`src/rtl/slp_weight_update_pkg.sv`:
```
// ---------------------------------------------------------------------------
// slp_weight_update_pkg
//   Shared perceptron definitions used by the weight-update stage:
//     - dtype_t / dconf_t : data-type configuration (BOOL / INT / FXP, width,
//                           fraction bits) carried as a packed parameter.
//     - slp_upd_state_t   : weight-update FSM state encoding.
//     - slp_nw()          : stored-weight count (adds the bias entry when
//                           SLP_BIAS_EN is defined).
//     - slp_one()         : the constant "one" of a given data configuration.
//   Optional feature macro: SLP_BIAS_EN (adds a bias weight, NW = N + 1).
//   Also provides the DEF_DCONF macro (8-bit signed integer) as the default
//   configuration for every *_CONF parameter.
// ---------------------------------------------------------------------------
package slp_weight_update_pkg;

  typedef enum logic [1:0] {
    DT_BOOL = 2'd0,
    DT_INT  = 2'd1,
    DT_FXP  = 2'd2
  } dtype_t;

  // prec = total bit width, frac = fraction bits (meaningful for FXP only)
  typedef struct packed {
    dtype_t     dtype;
    logic [7:0] prec;
    logic [7:0] frac;
  } dconf_t;

  localparam dconf_t DEF_DCONF_VAL = '{dtype: DT_INT, prec: 8'd8, frac: 8'd0};

  typedef enum logic [1:0] {
    SLP_UPD_IDLE   = 2'd0,
    SLP_UPD_UPDATE = 2'd1,
    SLP_UPD_DONE   = 2'd2
  } slp_upd_state_t;

  // Number of stored weights for N inputs.
  function automatic int slp_nw(input int n);
`ifdef SLP_BIAS_EN
    return n + 1;
`else
    return n;
`endif
  endfunction

  // Constant one in the representation of configuration c:
  // BOOL and INT use 1, FXP places 1.0 at the fraction point.
  function automatic logic [63:0] slp_one(input dconf_t c);
    if (c.dtype == DT_FXP) begin
      return 64'd1 << c.frac;
    end
    return 64'd1;
  endfunction

endpackage

`ifndef DEF_DCONF
`define DEF_DCONF slp_weight_update_pkg::DEF_DCONF_VAL
`endif

```
`src/rtl/slp_weight_update_calc.sv`:
```
// ---------------------------------------------------------------------------
// slp_calc_weight
//   Combinational per-weight update: new_weight = weight + in * rate * error.
//   The block-wide data type is taken from I_CONF.dtype.
//     BOOL : the weight LSB toggles when both input and error LSBs are set;
//            rate is ignored, all flags are 0.
//     INT  : full-precision product added to the weight, result saturated to
//            the signed W_PREC range; ovf flags saturation, udf/rounded are 0.
//     FXP  : product aligned from (I+R+P) fraction bits to W fraction bits by
//            an arithmetic shift (truncation toward -inf). rounded = dropped
//            bits were non-zero, udf = non-zero product vanished after
//            alignment, ovf = sum saturated.
//   Ports:
//     in_val     in  I_PREC  input sample entry
//     rate       in  R_PREC  learning rate
//     err        in  P_PREC  sample error
//     weight     in  W_PREC  current weight
//     new_weight out W_PREC  updated weight
//     udf/ovf/rounded out 1  arithmetic flags for this update
// ---------------------------------------------------------------------------
`ifndef DEF_DCONF
`define DEF_DCONF slp_weight_update_pkg::DEF_DCONF_VAL
`endif

module slp_calc_weight
  import slp_weight_update_pkg::*;
#(
  parameter dconf_t I_CONF = `DEF_DCONF,
  parameter dconf_t R_CONF = `DEF_DCONF,
  parameter dconf_t W_CONF = `DEF_DCONF,
  parameter dconf_t P_CONF = `DEF_DCONF,
  localparam int I_PREC = int'(I_CONF.prec),
  localparam int R_PREC = int'(R_CONF.prec),
  localparam int W_PREC = int'(W_CONF.prec),
  localparam int P_PREC = int'(P_CONF.prec)
) (
  input  logic [I_PREC-1:0] in_val,
  input  logic [R_PREC-1:0] rate,
  input  logic [P_PREC-1:0] err,
  input  logic [W_PREC-1:0] weight,
  output logic [W_PREC-1:0] new_weight,
  output logic              udf,
  output logic              ovf,
  output logic              rounded
);

  localparam bit IS_BOOL = (I_CONF.dtype == DT_BOOL);
  localparam bit IS_FXP  = (I_CONF.dtype == DT_FXP);

  // Net fraction shift from the product's fraction point to the weight's.
  localparam int FRAC_SH = IS_FXP ? (int'(I_CONF.frac) + int'(R_CONF.frac) +
                                     int'(P_CONF.frac) - int'(W_CONF.frac)) : 0;
  localparam int RSH = (FRAC_SH > 0) ? FRAC_SH : 0;
  localparam int LSH = (FRAC_SH < 0) ? -FRAC_SH : 0;

  // Product width is exact; the sum width leaves room for the left shift,
  // the weight and one carry so saturation can be detected after the add.
  localparam int PW = I_PREC + R_PREC + P_PREC;
  localparam int SW = PW + W_PREC + LSH + 1;

  localparam logic [SW-1:0]        RMASK = ~({SW{1'b1}} << RSH);
  localparam logic signed [SW-1:0] W_MAX = (SW'(1) << (W_PREC - 1)) - SW'(1);
  localparam logic signed [SW-1:0] W_MIN = ~W_MAX;

  logic signed [PW-1:0] a_s;
  logic signed [PW-1:0] b_s;
  logic signed [PW-1:0] c_s;
  logic signed [PW-1:0] prod_s;
  logic signed [SW-1:0] ext_s;
  logic signed [SW-1:0] aligned_s;
  logic signed [SW-1:0] sum_s;
  logic [W_PREC-1:0]    sat_w;
  logic                 sat_ovf;
  logic                 drop_nz;
  logic                 vanished;

  always_comb begin
    a_s       = PW'($signed(in_val));
    b_s       = PW'($signed(rate));
    c_s       = PW'($signed(err));
    prod_s    = a_s * b_s * c_s;
    ext_s     = SW'(prod_s);
    aligned_s = (ext_s >>> RSH) <<< LSH;
    sum_s     = SW'($signed(weight)) + aligned_s;
    drop_nz   = |(ext_s & RMASK);
    vanished  = (prod_s != '0) && (aligned_s == '0);

    sat_w   = sum_s[W_PREC-1:0];
    sat_ovf = 1'b0;
    if (sum_s > W_MAX) begin
      sat_w   = W_MAX[W_PREC-1:0];
      sat_ovf = 1'b1;
    end else if (sum_s < W_MIN) begin
      sat_w   = W_MIN[W_PREC-1:0];
      sat_ovf = 1'b1;
    end
  end

  always_comb begin
    new_weight = sat_w;
    ovf        = sat_ovf;
    udf        = 1'b0;
    rounded    = 1'b0;
    if (IS_BOOL) begin
      new_weight = weight ^ W_PREC'(in_val[0] & err[0]);
      ovf        = 1'b0;
    end else if (IS_FXP) begin
      udf     = vanished;
      rounded = drop_nz;
    end
  end

endmodule

```
`src/rtl/slp_weight_update.sv`:
```
// ---------------------------------------------------------------------------
// slp_weight_update
//   Sequential weight-update stage of the single-layer perceptron. Owns the
//   NW-entry weight register file and walks it one entry per cycle through a
//   single time-multiplexed slp_calc_weight, writing each result back.
//   Optional feature macro: SLP_BIAS_EN -> one extra bias entry (index N)
//   whose input is the constant one of the I_CONF type, updated last.
//   Ports:
//     clk, reset          clock, synchronous active-high reset
//     req_valid/req_ready update request handshake (ready only in IDLE)
//     in_vec              N sample inputs, entry i at [i*I_PREC +: I_PREC]
//     rate, error         learning rate and sample error
//     ld_en/ld_idx/ld_weight  direct weight load, honoured in IDLE only
//     weight_out          all weights, entry i at [i*W_PREC +: W_PREC]
//     done                one-cycle pulse after the last write
//     udf/ovf/rounded     sticky flags of the last accepted update
// ---------------------------------------------------------------------------
`ifndef DEF_DCONF
`define DEF_DCONF slp_weight_update_pkg::DEF_DCONF_VAL
`endif

module slp_weight_update
  import slp_weight_update_pkg::*;
#(
  parameter int     N      = 4,
  parameter dconf_t I_CONF = `DEF_DCONF,
  parameter dconf_t R_CONF = `DEF_DCONF,
  parameter dconf_t W_CONF = `DEF_DCONF,
  parameter dconf_t P_CONF = `DEF_DCONF,
  localparam int I_PREC = int'(I_CONF.prec),
  localparam int R_PREC = int'(R_CONF.prec),
  localparam int W_PREC = int'(W_CONF.prec),
  localparam int P_PREC = int'(P_CONF.prec),
  localparam int NW     = slp_nw(N),
  localparam int IDX_W  = (NW > 1) ? $clog2(NW) : 1
) (
  input  logic                 clk,
  input  logic                 reset,
  input  logic                 req_valid,
  output logic                 req_ready,
  input  logic [N*I_PREC-1:0]  in_vec,
  input  logic [R_PREC-1:0]    rate,
  input  logic [P_PREC-1:0]    error,
  input  logic                 ld_en,
  input  logic [IDX_W-1:0]     ld_idx,
  input  logic [W_PREC-1:0]    ld_weight,
  output logic [NW*W_PREC-1:0] weight_out,
  output logic                 done,
  output logic                 udf,
  output logic                 ovf,
  output logic                 rounded
);

  localparam logic [IDX_W-1:0] LAST_IDX = IDX_W'(NW - 1);

  slp_upd_state_t    state_q, state_d;
  logic [IDX_W-1:0]  idx_q, idx_d;
  logic [W_PREC-1:0] weight_q [NW];
  logic [W_PREC-1:0] weight_d [NW];
  logic [I_PREC-1:0] in_q [N];
  logic [I_PREC-1:0] in_d [N];
  logic [R_PREC-1:0] rate_q, rate_d;
  logic [P_PREC-1:0] err_q, err_d;
  logic              udf_q, udf_d;
  logic              ovf_q, ovf_d;
  logic              rnd_q, rnd_d;

  // Calculator operands: latched inputs, plus the constant one for the bias.
  logic [I_PREC-1:0] op_in [NW];
  logic [W_PREC-1:0] calc_weight;
  logic              calc_udf;
  logic              calc_ovf;
  logic              calc_rnd;

  genvar gi;
  generate
    for (gi = 0; gi < N; gi++) begin : g_op_in
      assign op_in[gi] = in_q[gi];
    end
  endgenerate

`ifdef SLP_BIAS_EN
  localparam logic [I_PREC-1:0] BIAS_ONE = I_PREC'(slp_one(I_CONF));
  assign op_in[N] = BIAS_ONE;
`endif

  slp_calc_weight #(
    .I_CONF (I_CONF),
    .R_CONF (R_CONF),
    .W_CONF (W_CONF),
    .P_CONF (P_CONF)
  ) u_calc (
    .in_val     (op_in[idx_q]),
    .rate       (rate_q),
    .err        (err_q),
    .weight     (weight_q[idx_q]),
    .new_weight (calc_weight),
    .udf        (calc_udf),
    .ovf        (calc_ovf),
    .rounded    (calc_rnd)
  );

  always_comb begin
    state_d  = state_q;
    idx_d    = idx_q;
    weight_d = weight_q;
    in_d     = in_q;
    rate_d   = rate_q;
    err_d    = err_q;
    udf_d    = udf_q;
    ovf_d    = ovf_q;
    rnd_d    = rnd_q;

    case (state_q)
      SLP_UPD_IDLE: begin
        // The load is applied before an accept in the same cycle, so the
        // update naturally starts from the loaded value. Indices >= NW never
        // match and are dropped.
        if (ld_en) begin
          for (int i = 0; i < NW; i++) begin
            if (ld_idx == IDX_W'(i)) begin
              weight_d[i] = ld_weight;
            end
          end
        end
        if (req_valid) begin
          for (int i = 0; i < N; i++) begin
            in_d[i] = in_vec[i*I_PREC +: I_PREC];
          end
          rate_d  = rate;
          err_d   = error;
          udf_d   = 1'b0;
          ovf_d   = 1'b0;
          rnd_d   = 1'b0;
          idx_d   = '0;
          state_d = SLP_UPD_UPDATE;
        end
      end

      SLP_UPD_UPDATE: begin
        for (int i = 0; i < NW; i++) begin
          if (idx_q == IDX_W'(i)) begin
            weight_d[i] = calc_weight;
          end
        end
        udf_d = udf_q | calc_udf;
        ovf_d = ovf_q | calc_ovf;
        rnd_d = rnd_q | calc_rnd;
        if (idx_q == LAST_IDX) begin
          state_d = SLP_UPD_DONE;
        end else begin
          idx_d = idx_q + IDX_W'(1);
        end
      end

      SLP_UPD_DONE: begin
        idx_d   = '0;
        state_d = SLP_UPD_IDLE;
      end

      default: begin
        state_d = SLP_UPD_IDLE;
      end
    endcase
  end

  always_ff @(posedge clk) begin
    if (reset) begin
      state_q <= SLP_UPD_IDLE;
      idx_q   <= '0;
      for (int i = 0; i < NW; i++) begin
        weight_q[i] <= '0;
      end
      for (int i = 0; i < N; i++) begin
        in_q[i] <= '0;
      end
      rate_q <= '0;
      err_q  <= '0;
      udf_q  <= 1'b0;
      ovf_q  <= 1'b0;
      rnd_q  <= 1'b0;
    end else begin
      state_q  <= state_d;
      idx_q    <= idx_d;
      weight_q <= weight_d;
      in_q     <= in_d;
      rate_q   <= rate_d;
      err_q    <= err_d;
      udf_q    <= udf_d;
      ovf_q    <= ovf_d;
      rnd_q    <= rnd_d;
    end
  end

  generate
    for (gi = 0; gi < NW; gi++) begin : g_wout
      assign weight_out[gi*W_PREC +: W_PREC] = weight_q[gi];
    end
  endgenerate

  assign req_ready = (state_q == SLP_UPD_IDLE);
  assign done      = (state_q == SLP_UPD_DONE);
  assign udf       = udf_q;
  assign ovf       = ovf_q;
  assign rounded   = rnd_q;

endmodule
```
`config.mk`:
```
export PLATFORM = sky130hd
export DESIGN_NAME = slp_weight_update
export DESIGN_NICKNAME = d
export VERILOG_FILES = /design/src/rtl/slp_weight_update_pkg.sv /design/src/rtl/slp_weight_update_calc.sv /design/src/rtl/slp_weight_update.sv
export SDC_FILE = /design/constraint.sdc
export NUM_CORES = 1
export LEC_CHECK = 0
export CORE_ASPECT_RATIO = 0.8
export CORE_MARGIN = 2
export CORE_UTILIZATION = 60
export DETAILED_ROUTE_END_ITERATION = 8
export PLACE_DENSITY = 0.9
export RECOVER_POWER = 25
export SETUP_SLACK_MARGIN = 0.3
export SYNTH_ARGS = -nofsm -noshare
export SYNTH_HDL_FRONTEND = slang
export SYNTH_SLANG_ARGS = --single-unit
```
`constraint.sdc`:
```
create_clock -name clk -period 15 [get_ports clk]
set_clock_uncertainty 0.2 [all_clocks]
set_input_delay 1.5 -clock clk [delete_from_list [all_inputs] [get_ports clk]]
set_output_delay 1.5 -clock clk [all_outputs]
set_load 0.01 [all_outputs]
```
==> results of run 1 <==
[cell families after synthesis]
kind of cell	Yosys count	synth area share, %
flip-flops	85	14.5
AND/OR/NAND/NOR	429	18.3
XOR/XNOR	51	3.81
buffers and inverters	237	7.79
other	1	0.0320
adder cells (fa/ha/maj)	266	39.1
multiplexers	22	3.59
AO/OA/AOI/OAI	210	13.0
[per-layer routing]
metal / vias to the layer above / part of all wire [%] / track usage [%]
met5: - / 0 / 0
met4: 0 / 2.5 / 8.37
met3: 79 / 8.3 / 6.50
met2: 481 / 47 / 47.9
met1: 4620 / 42 / 40.7
li1: 4302 / - / -
[placed cells by master, fill, tap and decap left out, types with 10 or more instances in the layout]
master           instances
and2_1                  98
inv_1                  179
fa_1                   167
dfxtp_1                 85
mux4_2                  16
o21ai_0                 32
dlygate4sd3_1           20
nor2_1                  45
ha_1                    99
a21oi_1                 87
xor2_1                  18
nor2b_1                 12
o21bai_1                10
nand2_1                207
clkdlybuf4s50_1         75
nand2b_1                12
xnor2_1                 33
a211oi_2                26
a21o_1                  14
[critical path, delay by kind of cell, from the launching register on]
family          cells  cell delay [ps]
fa+ha+maj          11             5330
compound gates     12             2170
simple gates        5             1450
mux                 1              720
flops               1              680
xor+xnor            1              650
buf+inv             5              280
[cell type report]
cell class                 count  area [sq um]  area share (%)
inverter                     179           672            5.11
sequential                    85          1700            12.9
timing repair buffer         106          1030            7.81
clock buffer                  11           233            1.77
multi-input combinational    980          9120            69.3
clock inverter                 5          85.1           0.647
tap                          258           323            2.45
[metrics by stage]
stage               cells  cell area (sq um)
global placement     1608              12800
detailed placement   1608              12800
global route         1624              13200
CTS                  1624              13200
floorplan            1302              11700
finish               1624              13200
[where the power goes]
group / switching, mW / internal (mW) / leakage, nW
clock: 0.0954 / 0.147 / 0.150
sequential: 0.0209 / 0.242 / 0.697
combinational: 0.329 / 0.222 / 5.27
[registers in the layout, indices dropped and copies added, names as in the netlist]
name and cells:
in_q 32, weight_out 32, err_q 8, rate_q 8, idx_q 2, state_q 2
ovf 1
[path summary, 6_finish.rpt]
check	start	endpoint	slack, ps	depth (start not counted)
max	idx_q[0]	weight_out[26]	3170	35
min	in_q[4]	in_q[4]	250	2
max reg2reg	idx_q[0]	weight_out[26]	3170	35
min reg2reg	in_q[4]	in_q[4]	250	2
==> flow_summary.json, run 1 <==
{
  "outcome": "finished, violations left",
  "violations": "capacitance limit, slew limit",
  "p_leak_nw": 6.11,
  "gr-total-overflow": 0,
  "netlist_instances": 1301,
  "die_w_um": 160,
  "endpoint_kind": "flop",
  "synth_top_area_share_pct": 28.5,
  "critPathKind": "reg -> reg",
  "grt_max_degree": 87,
  "setup_tns_ps": 0,
  "syn2layout_area_growth_pct": 12.2,
  "finalHoldWorstSlack_ps": 252,
  "io_pins": 99,
  "place_hpwl_mm": 22.9,
  "coreArea_sq_mm": 0.0191,
  "antenna_cells": 0,
  "clock_latency_ps": 340,
  "grt_pass1_vias": 9567,
  "crit_top_cell": "fa_1",
  "drv_cap": 1,
  "slowest_stage": "mux4_2",
  "critPathMaxStageDelay_ps": 720,
  "cts_tree": "done",
  "gp_congestion": 0.969,
  "place_worst_setup_slack_ps": 3400,
  "dieHeight_um": 129,
  "hold_viol": 0,
  "grt_first_pass_wirelength_mm": 48.6,
  "antenna_found_initial": 0,
  "post_cts_buffers": 0,
  "total_power_mw": 1.06,
  "fin_ws_ps": 3170,
  "cts_buffers": 9,
  "vias_per_cell": 5.84,
  "num-fill-cells": 1345,
  "nets": 1689,
  "powerDensity_mw_per_mm2": 80.2,
  "dieArea_sq_mm": 0.0207,
  "wirelength_mm": 29.7,
  "fin_crit_sh_pct": 78.9,
  "via_count": 9482,
  "cp_max_fo": 13,
  "synthTopCellsByCount": "207 x nand2_1, 179 x inv_1, 167 x fa_1",
  "setup_viol": 0,
  "cp.required_ps": 14810,
  "rsz0062_at_grt": "no",
  "utilization_pct": 68.9,
  "synth.largest_area_cell": "fa_1",
  "path_clk_slew_ps": 60,
  "drt-pass1-iter-count": 5,
  "async_flop_share_pct": 0,
  "rows": 45,
  "synth-seq-cells": 85,
  "synth-seq-area-share_pct": 14.5,
  "cts_hold_buffers": 0,
  "start_util_pct": 61.5,
  "post_cts_resized": 0,
  "synth_cell_types": 69,
  "tightest_slew_ps": 4430,
  "drive_gt1_share_pct": 6.88,
  "drtIter0Drc": 821,
  "critical_path_arrival_ps": 11640,
  "cts_sinks": 85,
  "fin_crit_ps": 11830,
  "ys.flop_type": "dfxtp_1",
  "port_buffers": 96,
  "hold_class": "reg -> reg",
  "wl_per_cell_um": 18.3,
  "htreeDepth": 3,
  "synth_warnings": 0,
  "clockBufferDepth": 2,
  "startpoint_type": "flop",
  "cts_root_buf": "clkbuf_16",
  "slew_headroom_pct": -195,
  "drtAntennaViolNets": 0,
  "synth_area_leaders": "fa_1 29%, dfxtp_1 15%, ha_1 11%",
  "track_usage_pct": 29.6,
  "slew_violations": 87,
  "avgSynthCellArea_sq_um": 9.02,
  "syn_area_sq_mm": 0.0117,
  "synth.most_common_cell": "nand2_1",
  "peakVddDrop_uv": 55.7,
  "synth_edf_count": 0,
  "fmax_mhz": 84.5,
  "drcViolationCount": 0
}
Power figures use the tool's default switching activity.
==> run 2: changes to the inputs <==
- clock period: 15 -> 12.1 ns (I/O delays scaled with it)
==> run 2 against run 1 <==
Effect of this change:
- the run still ends with capacitance limit, slew limit left
- die area did not move
- clock-buffer cell count down 1
- clock power increased by 9.1%
- hold slack improved by 1.5 ps
- critical endpoint is now weight_out[10]
- flip-flop and latch count is the same
- register-to-register slack worse by 2500 ps
- power up 20%
- utilization fell by 0.092 points
- design area decreased by 0.13%
- global-route usage shrank 0.51 points
==> flow_summary.json, run 2 (same netlist as run 1, synthesis figures left out) <==
{
  "cts_hold_buffers": 0,
  "antenna_cells": 0,
  "path_clk_slew_ps": 60,
  "violations": "capacitance limit, slew limit",
  "slowest_stage": "mux4_2",
  "r2r_start": "idx_q[0]",
  "htreeDepth": 3,
  "fin_crit_sh_pct": 94.1,
  "peakVddDrop_uv": 68.4,
  "utilization_pct": 68.9,
  "critPathTopFamily": "adder cells",
  "startpoint_type": "flop",
  "cp.required_ps": 11930,
  "cts_sinks": 85,
  "endpoint_kind": "flop",
  "critical_path_arrival_ps": 11210,
  "cts_root_buf": "clkbuf_16",
  "slew_violations": 87,
  "finalHoldWorstSlack_ps": 254,
  "fin_crit_ps": 11380,
  "via_count": 9405,
  "rr_worst_depth": 35,
  "drt-pass1-iter-count": 5,
  "dpl.cell_count": 1609,
  "dieHeight_um": 129,
  "hold_viol": 0,
  "crit_top_cell": "fa_1",
  "crit_start": "idx_q[0]",
  "slew_headroom_pct": -193,
  "drtIter0Drc": 856,
  "coreArea_sq_mm": 0.0191,
  "gr-total-overflow": 0,
  "powerDensity_mw_per_mm2": 96.7,
  "place_worst_setup_slack_ps": 709,
  "r2r_setup_slack_ps": 720,
  "io_pins": 99,
  "rows": 45,
  "critPathKind": "reg -> reg",
  "cts_tree": "done",
  "dieArea_sq_mm": 0.0207,
  "r2r-end": "weight_out[10]",
  "fmax_mhz": 87.8,
  "track_usage_pct": 29.1,
  "drv_cap": 1,
  "cts_buffers": 9,
  "mostFrequentLayoutCells": "207 x nand2_1, 179 x inv_1, 167 x fa_1, 99 x ha_1, 98 x and2_1",
  "syn2layout_area_growth_pct": 12.0,
  "drcViolationCount": 0,
  "p_leak_nw": 6.08,
  "outcome": "finished, violations left",
  "fin_ws_ps": 717,
  "setup_tns_ps": 0,
  "drtAntennaViolNets": 0,
  "nets": 1690,
  "grt_pass1_vias": 9789,
  "place_hpwl_mm": 22.9,
  "final_common_cell": "nand2_1",
  "critPathMaxStageDelay_ps": 690,
  "hold_class": "reg -> reg",
  "tightest_slew_ps": 4390,
  "clockBufferDepth": 2,
  "vias_per_cell": 5.79,
  "layout.cells.non_filler": 1625,
  "setup_viol": 0,
  "rsz0062_at_grt": "no",
  "crit_end": "weight_out[10]",
  "cp_max_fo": 13,
  "grt_first_pass_wirelength_mm": 48.1,
  "clock_latency_ps": 350,
  "die_w_um": 160,
  "wl_per_cell_um": 17.7,
  "wirelength_mm": 28.7,
  "port_buffers": 96,
  "critical_path_depth": 35,
  "antenna_found_initial": 0,
  "start_util_pct": 61.5,
  "drive_gt1_share_pct": 7.24,
  "cp.buffers_inverters": 3,
  "gp_congestion": 0.936,
  "grt_max_degree": 87
}
==> run 2: worst min-delay path by stage <==
| stage | start | to | slack [ps] | cells past startpoint |
|---|---|---|---|---|
| after CTS | in_q[31] | in_q[31] | 260 | 2 |
| after floorplan | in_q[10] | in_q[10] | 230 | 2 |
| final | in_q[31] | in_q[31] | 250 | 2 |
| after global placement | in_q[1] | in_q[1] | 240 | 2 |
| after global routing | in_q[31] | in_q[31] | 280 | 2 |
| after detailed placement | in_q[7] | in_q[7] | 250 | 2 |
==> run 2: area by class of cell <==
cell class / instances / area (sq um)
Clock buffer: 10 / 229
Clock inverter: 6 / 47.5
Fill cell: 1330 / 5940
Inverter: 179 / 672
Multi-Input combinational cell: 980 / 9130
Sequential cell: 85 / 1700
Tap cell: 258 / 323
Timing Repair Buffer: 107 / 1030
==> run 2: repair_timing <==
action | CTS | global route
gates resized for setup | 0 | 3
setup buffers | 0 | 0
setup endpoints to repair | 0 | 29
==> run 2: metal layers <==
layer | vias to the layer above | part of all wire, % | GRT usage [%]
met5 | - | 0 | 0
li1 | 4303 | - | -
met1 | 4619 | 42 | 39.7
met3 | 71 | 7.9 | 6.31
met2 | 412 | 47 | 46.9
met4 | 0 | 2.7 | 9.59
==> run 2: stage by stage <==
step	instance area, sq um	total power [mW]
after CTS	13100	1.26
after global placement	12900	0.975
final	13100	1.27
after floorplan	11700	0.826
after global routing	13100	1.36
after detailed placement	12900	0.996
==> run 2: worst register-to-register path, delay by kind of cell, from the launching register on <==
| kind | cells | cell delay, ps |
|---|---|---|
| buffers and inverters | 3 | 160 |
| AO/OA/AOI/OAI | 14 | 2740 |
| multiplexers | 1 | 690 |
| XOR/XNOR | 1 | 250 |
| flip-flops | 1 | 530 |
| adder cells (fa/ha/maj) | 11 | 5130 |
| AND/OR/NAND/NOR | 5 | 1390 |
==> run 2: power by group <==
group	internal [mW]	switching, mW
Clock	0.141	0.123
Sequential	0.299	0.0262
Combinational	0.277	0.404
Total	0.718	0.553
==> run 3: changes to the inputs <==
- ABC_AREA: not set -> 1
- GPL_TIMING_DRIVEN: not set -> 0
- SKIP_CTS_REPAIR_TIMING: not set -> 1
==> run 3 against run 2 <==
Effect of this change:
- the flow now finishes without violations
- worst setup slack improved by 220 ps
- final cell count grew 20%
- utilization grew 1.0 points
- sequential share of layout area fell by 0.20 points
- flip-flop and latch count unchanged
- critical path depth up 10
- non-clock buffer count rose by 41
- global-route usage is 0.062 points lower
- hold slack improved by 75 ps
- fmax is 2.0% higher
==> flow_summary.json, run 3 <==
{
  "mostFrequentLayoutCells": "305 x nand2_1, 276 x inv_1, 210 x nor2_1, 167 x fa_1, 99 x ha_1",
  "hold_class": "reg -> reg",
  "coreArea_sq_mm": 0.0191,
  "tightest_slew_ps": 605,
  "rsz0062_at_grt": "no",
  "drtAntennaViolNets": 0,
  "nets": 2010,
  "critPathMaxStageDelay_ps": 680,
  "syn_area_sq_mm": 0.0118,
  "critical_path_arrival_ps": 11180,
  "via_count": 10715,
  "critPathKind": "reg -> reg",
  "drt-pass1-iter-count": 8,
  "setup_tns_ps": 0,
  "synth-seq-cells": 85,
  "critPathTopFamily": "adder cells",
  "port_buffers": 96,
  "dpl.cell_count": 1929,
  "place_hpwl_mm": 24.5,
  "syn2layout_area_growth_pct": 13.5,
  "drtIter0Drc": 1027,
  "startpoint_type": "flop",
  "htreeDepth": 3,
  "slew_violations": 0,
  "gp_congestion": 0.924,
  "synth_edf_count": 0,
  "grt_first_pass_wirelength_mm": 48.9,
  "clock_latency_ps": 350,
  "fin_crit_sh_pct": 92.2,
  "num-fill-cells": 1463,
  "synthTopCellsByCount": "305 x nand2_1, 276 x inv_1, 210 x nor2_1",
  "setup_viol": 0,
  "crit_top_cell": "nand2_1",
  "cts_root_buf": "clkbuf_16",
  "synth_area_leaders": "fa_1 28%, dfxtp_1 14%, ha_1 11%",
  "cp_max_fo": 10,
  "cts_sinks": 85,
  "dieHeight_um": 129,
  "start_util_pct": 61.6,
  "io_pins": 99,
  "slew_headroom_pct": 59.6,
  "antenna_cells": 0,
  "final_common_cell": "nand2_1",
  "path_clk_slew_ps": 70,
  "synth_cell_types": 43,
  "synth.most_common_cell": "nand2_1",
  "grt_max_degree": 16,
  "dieArea_sq_mm": 0.0207,
  "netlist_instances": 1574,
  "vias_per_cell": 5.51,
  "wirelength_mm": 29.6,
  "clockBufferDepth": 2,
  "wl_per_cell_um": 15.2,
  "synth_warnings": 0,
  "synth_top_area_share_pct": 28.4,
  "hold_viol": 0,
  "grt_pass1_vias": 10370,
  "rows": 45,
  "async_flop_share_pct": 0,
  "synth-seq-area-share_pct": 14.5,
  "synth.largest_area_cell": "fa_1",
  "die_w_um": 161,
  "avgSynthCellArea_sq_um": 7.47,
  "fmax_mhz": 89.6,
  "track_usage_pct": 29.0,
  "drive_gt1_share_pct": 6.29,
  "layout.cells.non_filler": 1944,
  "cts_tree": "done",
  "slowest_stage": "fa_1",
  "ys.flop_type": "dfxtp_1",
  "gr-total-overflow": 0,
  "drcViolationCount": 0,
  "outcome": "completed",
  "cp.required_ps": 12120,
  "drv_cap": 0,
  "endpoint_kind": "flop",
  "cp.buffers_inverters": 8,
  "antenna_found_initial": 0,
  "fin_crit_ps": 11160,
  "cts_buffers": 9
}
-- run 3: cell types whose count changed in the layout (fill, tap and decap cells not counted), sizes merged, moves of 16 or more --
cell | before | now
a211oi | 28 | 2
or2 | 1 | 17
nor2b | 16 | 0
mux4 | 16 | 0
nor2 | 45 | 217
clkdlybuf4s50 | 90 | 67
o21ai | 35 | 89
nand2 | 213 | 340
dlygate4sd3 | 5 | 29
xnor2 | 33 | 15
clkbuf | 11 | 52
nand3 | 9 | 42
and2 | 98 | 2
inv | 181 | 291
-- run 3: metrics by stage --
| step | instance area (sq um) | worst slack, ps | util (%) | hold slack [ps] |
|---|---|---|---|---|
| 4_1_cts | 13300 | 1090 | 69.9 | 327 |
| 5_1_grt | 13300 | 331 | 69.9 | 356 |
| 6_report | 13300 | 938 | 69.9 | 329 |
| 3_3_place_gp | 13000 | 1330 | 68.3 | 297 |
| 3_5_place_dp | 13000 | 1150 | 68.3 | 303 |
| 2_1_floorplan | 11800 | 2630 | - | 278 |
-- run 3: area by class of cell --
cell class / count / area (sq um) / area share, %
Multi-Input combinational cell: 1143 / 8740 / 65.5
Buffer: 52 / 211 / 1.59
Clock buffer: 9 / 225 / 1.69
Tap cell: 258 / 323 / 2.42
Timing Repair Buffer: 96 / 961 / 7.20
Sequential cell: 85 / 1700 / 12.8
Inverter: 295 / 1110 / 8.30
Clock inverter: 6 / 68.8 / 0.516
-- run 3: final timing paths --
path	cells after the start	startpoint	end	slack [ps]
setup / recovery	45	idx_q[0]	weight_out[8]	940
setup reg to reg	45	idx_q[0]	weight_out[8]	940
hold / removal	2	in_q[20]	in_q[20]	330
hold reg to reg	2	in_q[20]	in_q[20]	330
-- run 3: logic make-up after synthesis --
logic type               after synthesis  synth area share (%)
XOR/XNOR                              27                  2.43
flip-flops                            85                  14.5
AO/OA/AOI/OAI                        205                  9.75
other                                  1                0.0319
adder cells (fa/ha/maj)              266                  39.0
buffers and inverters                347                  11.2
AND/OR/NAND/NOR                      643                  23.1
-- run 3: routing by layer --
metal  global-route usage, %  up-vias  routed length, um
li1                        -     5032                  -
met1                    39.7     5039              12300
met2                    48.3      563              13700
met3                    4.71       81               2830
met4                    8.32        0                790
met5                       0        -                  0
-- run 3: tightest hold or removal path: cells and delay by family (launching register included) --
| kind | cells | cell delay, ps |
|---|---|---|
| AOI/OAI and AO/OA | 1 | 90 |
| DFF | 1 | 330 |
| and+or+nand+nor | 1 | 80 |
Power of run 3 is left out: the tool's default activity adds up to more than one toggle a clock period on the data nets, which glitch-free logic cannot reach.
